$ cat src/rtl/matrix_scan_pkg.sv
// Shared constants for the key matrix scanner: FSM encoding, key-code width, event queue depth.
package matrix_scan_pkg;
  localparam int KEY_W      = 6;
  localparam int FIFO_DEPTH = 4;
  localparam int FIFO_AW    = 2;

  localparam logic [1:0] ST_SETTLE = 2'd0;
  localparam logic [1:0] ST_EVAL   = 2'd1;
  localparam logic [1:0] ST_HOLD   = 2'd2;

  function automatic logic [7:0] col_onehot(input logic [2:0] col);
    return 8'd1 << col;
  endfunction
endpackage

$ cat src/rtl/key_fifo.sv
// 4x6 key-event queue: head visible combinationally, pop on valid&ready.
// A push into a full queue is taken only when a pop happens in the same cycle.
module key_fifo
  import matrix_scan_pkg::*;
(
  input  logic             i_clk,
  input  logic             i_rst_n,
  input  logic             i_push_vld,
  input  logic [KEY_W-1:0] i_push_dat,
  output logic             o_pop_vld,
  output logic [KEY_W-1:0] o_pop_dat,
  input  logic             i_pop_rdy,
  output logic             o_full,
  output logic             o_empty
);
  localparam logic [FIFO_AW:0]   LP_FULL    = FIFO_DEPTH[FIFO_AW:0];
  localparam logic [FIFO_AW:0]   LP_CNT_ONE = 1;
  localparam logic [FIFO_AW-1:0] LP_PTR_ONE = 1;

  logic [KEY_W-1:0]   r_mem [FIFO_DEPTH];
  logic [FIFO_AW-1:0] r_wr_ptr;
  logic [FIFO_AW-1:0] r_rd_ptr;
  logic [FIFO_AW:0]   r_count;
  logic               w_pop;
  logic               w_push;

  assign o_empty   = (r_count == '0);
  assign o_full    = (r_count == LP_FULL);
  assign o_pop_vld = ~o_empty;
  assign o_pop_dat = o_empty ? '0 : r_mem[r_rd_ptr];
  assign w_pop     = o_pop_vld & i_pop_rdy;
  assign w_push    = i_push_vld & (~o_full | w_pop);

  always_ff @(posedge i_clk or negedge i_rst_n) begin
    if (!i_rst_n) begin
      for (int i = 0; i < FIFO_DEPTH; i++) r_mem[i] <= '0;
      r_wr_ptr <= '0;
      r_rd_ptr <= '0;
      r_count  <= '0;
    end else begin
      if (w_push) begin
        r_mem[r_wr_ptr] <= i_push_dat;
        r_wr_ptr        <= r_wr_ptr + LP_PTR_ONE;
      end
      if (w_pop) r_rd_ptr <= r_rd_ptr + LP_PTR_ONE;
      case ({w_push, w_pop})
        2'b10:   r_count <= r_count + LP_CNT_ONE;
        2'b01:   r_count <= r_count - LP_CNT_ONE;
        default: r_count <= r_count;
      endcase
    end
  end
endmodule

$ cat src/rtl/matrix_scan_ctrl.sv
// 8x8 key matrix scanner with per-key debounce; press events are queued, dropped when the queue is full.
// Events appear one cycle after the debounce flip; o_overflow latches any drop until reset.
module matrix_scan_ctrl
  import matrix_scan_pkg::*;
#(
  parameter int SCAN_DIV = 1000,
  parameter int SETTLE   = 8,
  parameter int DEB_CNT  = 4
) (
  input  logic             i_clk,
  input  logic             i_rst_n,
  input  logic [7:0]       i_row_n,
  output logic [7:0]       o_col_n,
  output logic [7:0]       o_sync,
  output logic [7:0]       o_row_lvl,
  output logic [KEY_W-1:0] o_key_code,
  output logic             o_key_valid,
  input  logic             i_key_ready,
  output logic             o_overflow
);
  localparam int             DW           = $clog2(SCAN_DIV);
  localparam logic [DW-1:0]  LP_DWELL_END = DW'(SCAN_DIV - 1);
  localparam logic [DW-1:0]  LP_SETTLE    = DW'(SETTLE);
  localparam logic [DW-1:0]  LP_DWELL_ONE = 1;
  localparam logic [2:0]     LP_DEB_LAST  = 3'(DEB_CNT - 1);

  logic [7:0]       r_row_s1;
  logic [7:0]       r_row_s2;
  logic [7:0]       r_snap;
  logic [1:0]       r_state;
  logic [DW-1:0]    r_dwell;
  logic [2:0]       r_col;
  logic [2:0]       r_row_idx;
  logic [63:0]      r_stable;
  logic [2:0]       r_cnt [64];
  logic             r_overflow;

  logic [KEY_W-1:0] w_key_idx;
  logic             w_eval;
  logic             w_raw;
  logic             w_differ;
  logic             w_flip;
  logic             w_push;
  logic             w_fifo_full;
  logic             w_fifo_empty;
  logic             w_pop;

  assign w_key_idx = {r_col, r_row_idx};
  assign w_eval    = (r_state == ST_EVAL);
  assign w_raw     = ~r_snap[r_row_idx];
  assign w_differ  = (w_raw != r_stable[w_key_idx]);
  assign w_flip    = w_eval & w_differ & (r_cnt[w_key_idx] == LP_DEB_LAST);
  assign w_push    = w_flip & w_raw;
  assign w_pop     = ~w_fifo_empty & i_key_ready;

  assign o_sync     = col_onehot(r_col);
  assign o_col_n    = ~o_sync;
  assign o_row_lvl  = r_stable[{r_col, 3'b000} +: 8];
  assign o_overflow = r_overflow;

  always_ff @(posedge i_clk or negedge i_rst_n) begin
    if (!i_rst_n) begin
      r_row_s1 <= 8'hFF;
      r_row_s2 <= 8'hFF;
    end else begin
      r_row_s1 <= i_row_n;
      r_row_s2 <= r_row_s1;
    end
  end

  // Column advance sits outside the case: the dwell end is only reachable from HOLD.
  always_ff @(posedge i_clk or negedge i_rst_n) begin
    if (!i_rst_n) begin
      r_state   <= ST_SETTLE;
      r_dwell   <= '0;
      r_col     <= '0;
      r_row_idx <= '0;
      r_snap    <= 8'hFF;
    end else begin
      if (r_dwell == LP_DWELL_END) begin
        r_dwell <= '0;
        r_col   <= r_col + 3'd1;
        r_state <= ST_SETTLE;
      end else begin
        r_dwell <= r_dwell + LP_DWELL_ONE;
      end
      case (r_state)
        ST_SETTLE: if (r_dwell == LP_SETTLE) begin
          r_snap    <= r_row_s2;
          r_row_idx <= '0;
          r_state   <= ST_EVAL;
        end
        ST_EVAL: begin
          r_row_idx <= r_row_idx + 3'd1;
          if (r_row_idx == 3'd7) r_state <= ST_HOLD;
        end
        default: ;
      endcase
    end
  end

  always_ff @(posedge i_clk or negedge i_rst_n) begin
    if (!i_rst_n) begin
      r_stable <= '0;
      for (int i = 0; i < 64; i++) r_cnt[i] <= '0;
    end else if (w_eval) begin
      if (!w_differ) begin
        r_cnt[w_key_idx] <= '0;
      end else if (w_flip) begin
        r_stable[w_key_idx] <= w_raw;
        r_cnt[w_key_idx]    <= '0;
      end else begin
        r_cnt[w_key_idx] <= r_cnt[w_key_idx] + 3'd1;
      end
    end
  end

  always_ff @(posedge i_clk or negedge i_rst_n) begin
    if (!i_rst_n)                                r_overflow <= 1'b0;
    else if (w_push && w_fifo_full && !w_pop)    r_overflow <= 1'b1;
  end

  key_fifo u_key_fifo (
    .i_clk      (i_clk),
    .i_rst_n    (i_rst_n),
    .i_push_vld (w_push),
    .i_push_dat (w_key_idx),
    .o_pop_vld  (o_key_valid),
    .o_pop_dat  (o_key_code),
    .i_pop_rdy  (i_key_ready),
    .o_full     (w_fifo_full),
    .o_empty    (w_fifo_empty)
  );
endmodule

$ cat config.mk
export PLATFORM = sky130hd
export DESIGN_NAME = matrix_scan_ctrl
export DESIGN_NICKNAME = d
export VERILOG_FILES = /design/src/rtl/matrix_scan_pkg.sv /design/src/rtl/key_fifo.sv /design/src/rtl/matrix_scan_ctrl.sv
export SDC_FILE = /design/constraint.sdc
export NUM_CORES = 1
export LEC_CHECK = 0
export ABC_AREA = 0
export BUFFER_PORTS_ARGS = -buffer_cell sky130_fd_sc_hd__buf_2
export CAP_MARGIN = 20
export CELL_PAD_IN_SITES_DETAIL_PLACEMENT = 2
export CELL_PAD_IN_SITES_GLOBAL_PLACEMENT = 2
export CORE_MARGIN = 4
export CORE_UTILIZATION = 41
export DETAILED_ROUTE_END_ITERATION = 8
export PLACE_DENSITY_LB_ADDON = 0.1
export SYNTH_ARGS = -nofsm -noshare
export SYNTH_HDL_FRONTEND = slang
export SYNTH_SLANG_ARGS = --single-unit
$ cat constraint.sdc
create_clock -name i_clk -period 5.8 [get_ports i_clk]
set_clock_uncertainty 0.1 [all_clocks]
set_input_delay 0 -clock i_clk [delete_from_list [all_inputs] [get_ports i_clk]]
set_output_delay 0 -clock i_clk [all_outputs]
set_load 0.02 [all_outputs]
==> flow_summary.yaml <==
place:
  io_buffer_count: 42
  place_area_um2: 16500
  place_ws_ns: 0.855
  hpwlAfterDp_um: 39300
  finalWeightedCongestion: 0.837
critical_path:
  worst_ep_arrival_time_ns: 5.49
  worstSetupPathType: "reg -> reg"
  critPathLaunchType: "flip-flop"
  critical_path.endpoint_type: "flip-flop"
  crit_path_max_fanout: 50
  required_ns: 6.18
floorplanning:
  fp.coreArea_um2: 37700
  die_x_um: 204
  start_util: 0.417
  io_pins: 43
  rows: 71
  die_h_um: 204
  dieArea_um2: 41500
drt:
  antenna_left: 0
  wl_per_cell_um: 28.3
  drc: 0
  wirelength_um: 61600
  via_per_inst: 6.18
  vias: 13467
  dr.pass1.iters: 5
  first_iter_violations: 886
power_and_ir_drop:
  p_leak_nw: 7.60
  power_mw: 5.20
  ir_drop_v: 0.000299
  power_density_nw_per_um2: 287
cells_and_area:
  layout_common_cells: "303 x dfrtp_1, 295 x nand2_1, 280 x o21ai_0"
  fin_util: 0.480
  final_common_cell: "dfrtp_1"
  final_layout_size_suffix_gt1_frac: 0.161
  area_growth_pct: 15.2
  finalInstanceArea_um2: 18100
  fin_nets: 1665
clock_network:
  postCtsSetupBuffers: 0
  cts_sinks: 330
  path_clk_slew_ns: 0.06
  clkLatencyLatePin_ns: 0.57
  htree_levels: 2
  cts_root_buf: "clkbuf_16"
  cts.path.max_buffers: 3
  cts_buffers: 39
  cts_tree: "yes"
timing:
  fin_crit_sh: 0.881
  rsz0062_at_grt: "no"
  setup_tns_ns: 0
  fmax_mhz: 196
  final-hold-violation-count: 0
  slew_viol_final: 0
  slew_headroom: 0.215
  worst_pin_slew_ns: 1.17
  setup_ws_ns: 0.688
  layout_min_cycle_time_ns: 5.11
  setup_viol: 0
global_route:
  grt-ovfl-total: 0
  grt_max_degree: 136
  grt_pass1_vias: 14950
  grtUsageMet3: 0.0545
  antenna_found_initial: 1
  grt.met1_usage: 0.387
  grt-busiest-layer: "met2"
  grt_usage: 0.301
  grt_pass1_wl_um: 95400
  grt_use_met2: 0.500
run:
  cap_violations: 0
synth:
  syn-instance-count: 1594
  synth_edf_count: 0
  ys_seq_area_frac: 0.528
  synth_flop_cell: "dfrtp_1"
  netlist_area_um2: 15700
  postSynthAreaPerCell_um2: 9.84
  synthArstFlopShare: 1.00
  ys_ff_latch: 330
  ys_types: 61
  syn-num-nets: 1623
  yosys_warnings: 0
outcome:
  status: "completed"
min_path:
  hold_class: "reg -> reg"
## routing by layer
metal | wire length, um | share of wire | vias to the layer above
met4 | 2630 | 0.043 | 0
met2 | 29700 | 0.48 | 407
li1 | - | - | 5806
met1 | 25800 | 0.42 | 7108
met3 | 3480 | 0.057 | 146
met5 | 0 | 0 | -
## stage by stage
step,hold slack [ns],instances
after CTS,0.251,2177
after global placement,-0.0797,2085
after global routing,0.264,2178
after floorplan,-0.396,1594
final,0.256,2179
after detailed placement,-0.0744,2085
## final timing paths
check	depth (start not counted)	slack, ns	start	end
worst max-delay path	18	0.69	r_row_idx[2]$_DFFE_PN0P_	u_key_fifo.r_count[2]$_DFFE_PN0P_
worst min-delay path	0	0.26	r_row_s1[5]$_DFF_PN1_	r_row_s2[5]$_DFF_PN1_
worst max register to register	18	0.69	r_row_idx[2]$_DFFE_PN0P_	u_key_fifo.r_count[2]$_DFFE_PN0P_
worst min register to register	0	0.26	r_row_s1[5]$_DFF_PN1_	r_row_s2[5]$_DFF_PN1_
max in group asynchronous	4	4.08	i_rst_n	r_stable[18]$_DFFE_PN0P_
min in group asynchronous	3	0.57	i_rst_n	r_row_s1[0]$_DFF_PN1_
## repair_timing
item,4_1_cts,5_1_grt
resized for setup,0,0
hold endpoints to repair,126,0
hold buffers,20,0
## final cells by class
cell class                 count  area [um^2]
fill                        3974        19600
sequential                   330         8290
multi-input combinational   1129         6870
clock buffer                  60         1210
timing repair buffer         108          812
tap                          511          639
clock inverter                12          149
inverter                      28          105
antenna                        1         2.50
## where the power goes
part           switching [mW]  total (mW)  internal (mW)
combinational           0.122       0.193         0.0710
clock                    1.04        2.62           1.57
sequential             0.0498        2.39           2.34
## critical path: stages, from the launching register on
cell and delay [ns]:
dfrtp_4 0.89, buf_4 0.35, mux2_2 0.37, a221oi_1 0.33, o22a_1 0.25, o21ai_0 0.07, or4_1 0.57, ha_1 0.22
ha_1 0.24, nand2_1 0.12, or3_1 0.20, nor2_1 0.11, inv_1 0.09, ha_1 0.18, inv_1 0.06, fa_1 0.38
xor2_1 0.15, nor2_1 0.13, xor2_1 0.17
## state kept, by name (all words and copies together), names as in the netlist, 2 cells and up
register / flops
r_stable: 64
r_row_idx: 3
r_cnt: 192
r_row_s1: 8
r_snap: 8
r_row_s2: 8
r_dwell: 10
u_key_fifo.r_wr_ptr: 2
r_col: 3
u_key_fifo.r_rd_ptr: 2
u_key_fifo.r_mem: 24
u_key_fifo.r_count: 3
r_state: 2
## cells by family (layout without fill, tap and decap cells)
group	Yosys count	in the layout	synth area share
other	0	1	0
flip-flops	330	330	0.528
AND/OR/NAND/NOR	449	449	0.125
XOR/XNOR	14	14	0.00781
buffers and inverters	135	208	0.0381
multiplexers	106	106	0.0911
adder cells (fa/ha/maj)	18	18	0.0148
AO/OA/AOI/OAI	542	542	0.195
## synthesized netlist by cell type, drive strengths merged, types with 3 or more instances
| master | n | area share |
|---|---|---|
| a21oi | 84 | 0.027 |
| a221oi | 33 | 0.019 |
| a22o | 4 | 0.0022 |
| a22oi | 42 | 0.020 |
| a31oi | 8 | 0.0032 |
| and2 | 12 | 0.0048 |
| and3 | 8 | 0.0032 |
| buf | 36 | 0.014 |
| clkbuf | 71 | 0.017 |
| clkinv | 3 | 0.00072 |
| dfrtp | 306 | 0.49 |
| dfstp | 24 | 0.040 |
| ha | 17 | 0.014 |
| inv | 25 | 0.0060 |
| mux2 | 54 | 0.039 |
| mux2i | 28 | 0.018 |
| mux4 | 24 | 0.034 |
| nand2 | 295 | 0.071 |
| nand2b | 3 | 0.0012 |
| nand3 | 28 | 0.0089 |
| nand4 | 10 | 0.0040 |
| nor2 | 42 | 0.010 |
| nor2b | 6 | 0.0024 |
| nor3 | 17 | 0.0054 |
| nor3b | 4 | 0.0019 |
| nor4 | 3 | 0.0016 |
| o211ai | 5 | 0.0024 |
| o21ai | 340 | 0.11 |
| o22a | 4 | 0.0022 |
| o22ai | 8 | 0.0032 |
| or3 | 10 | 0.0040 |
| or4 | 3 | 0.0014 |
| xnor2 | 7 | 0.0039 |
| xor2 | 7 | 0.0039 |
Power figures use the tool's default switching activity.
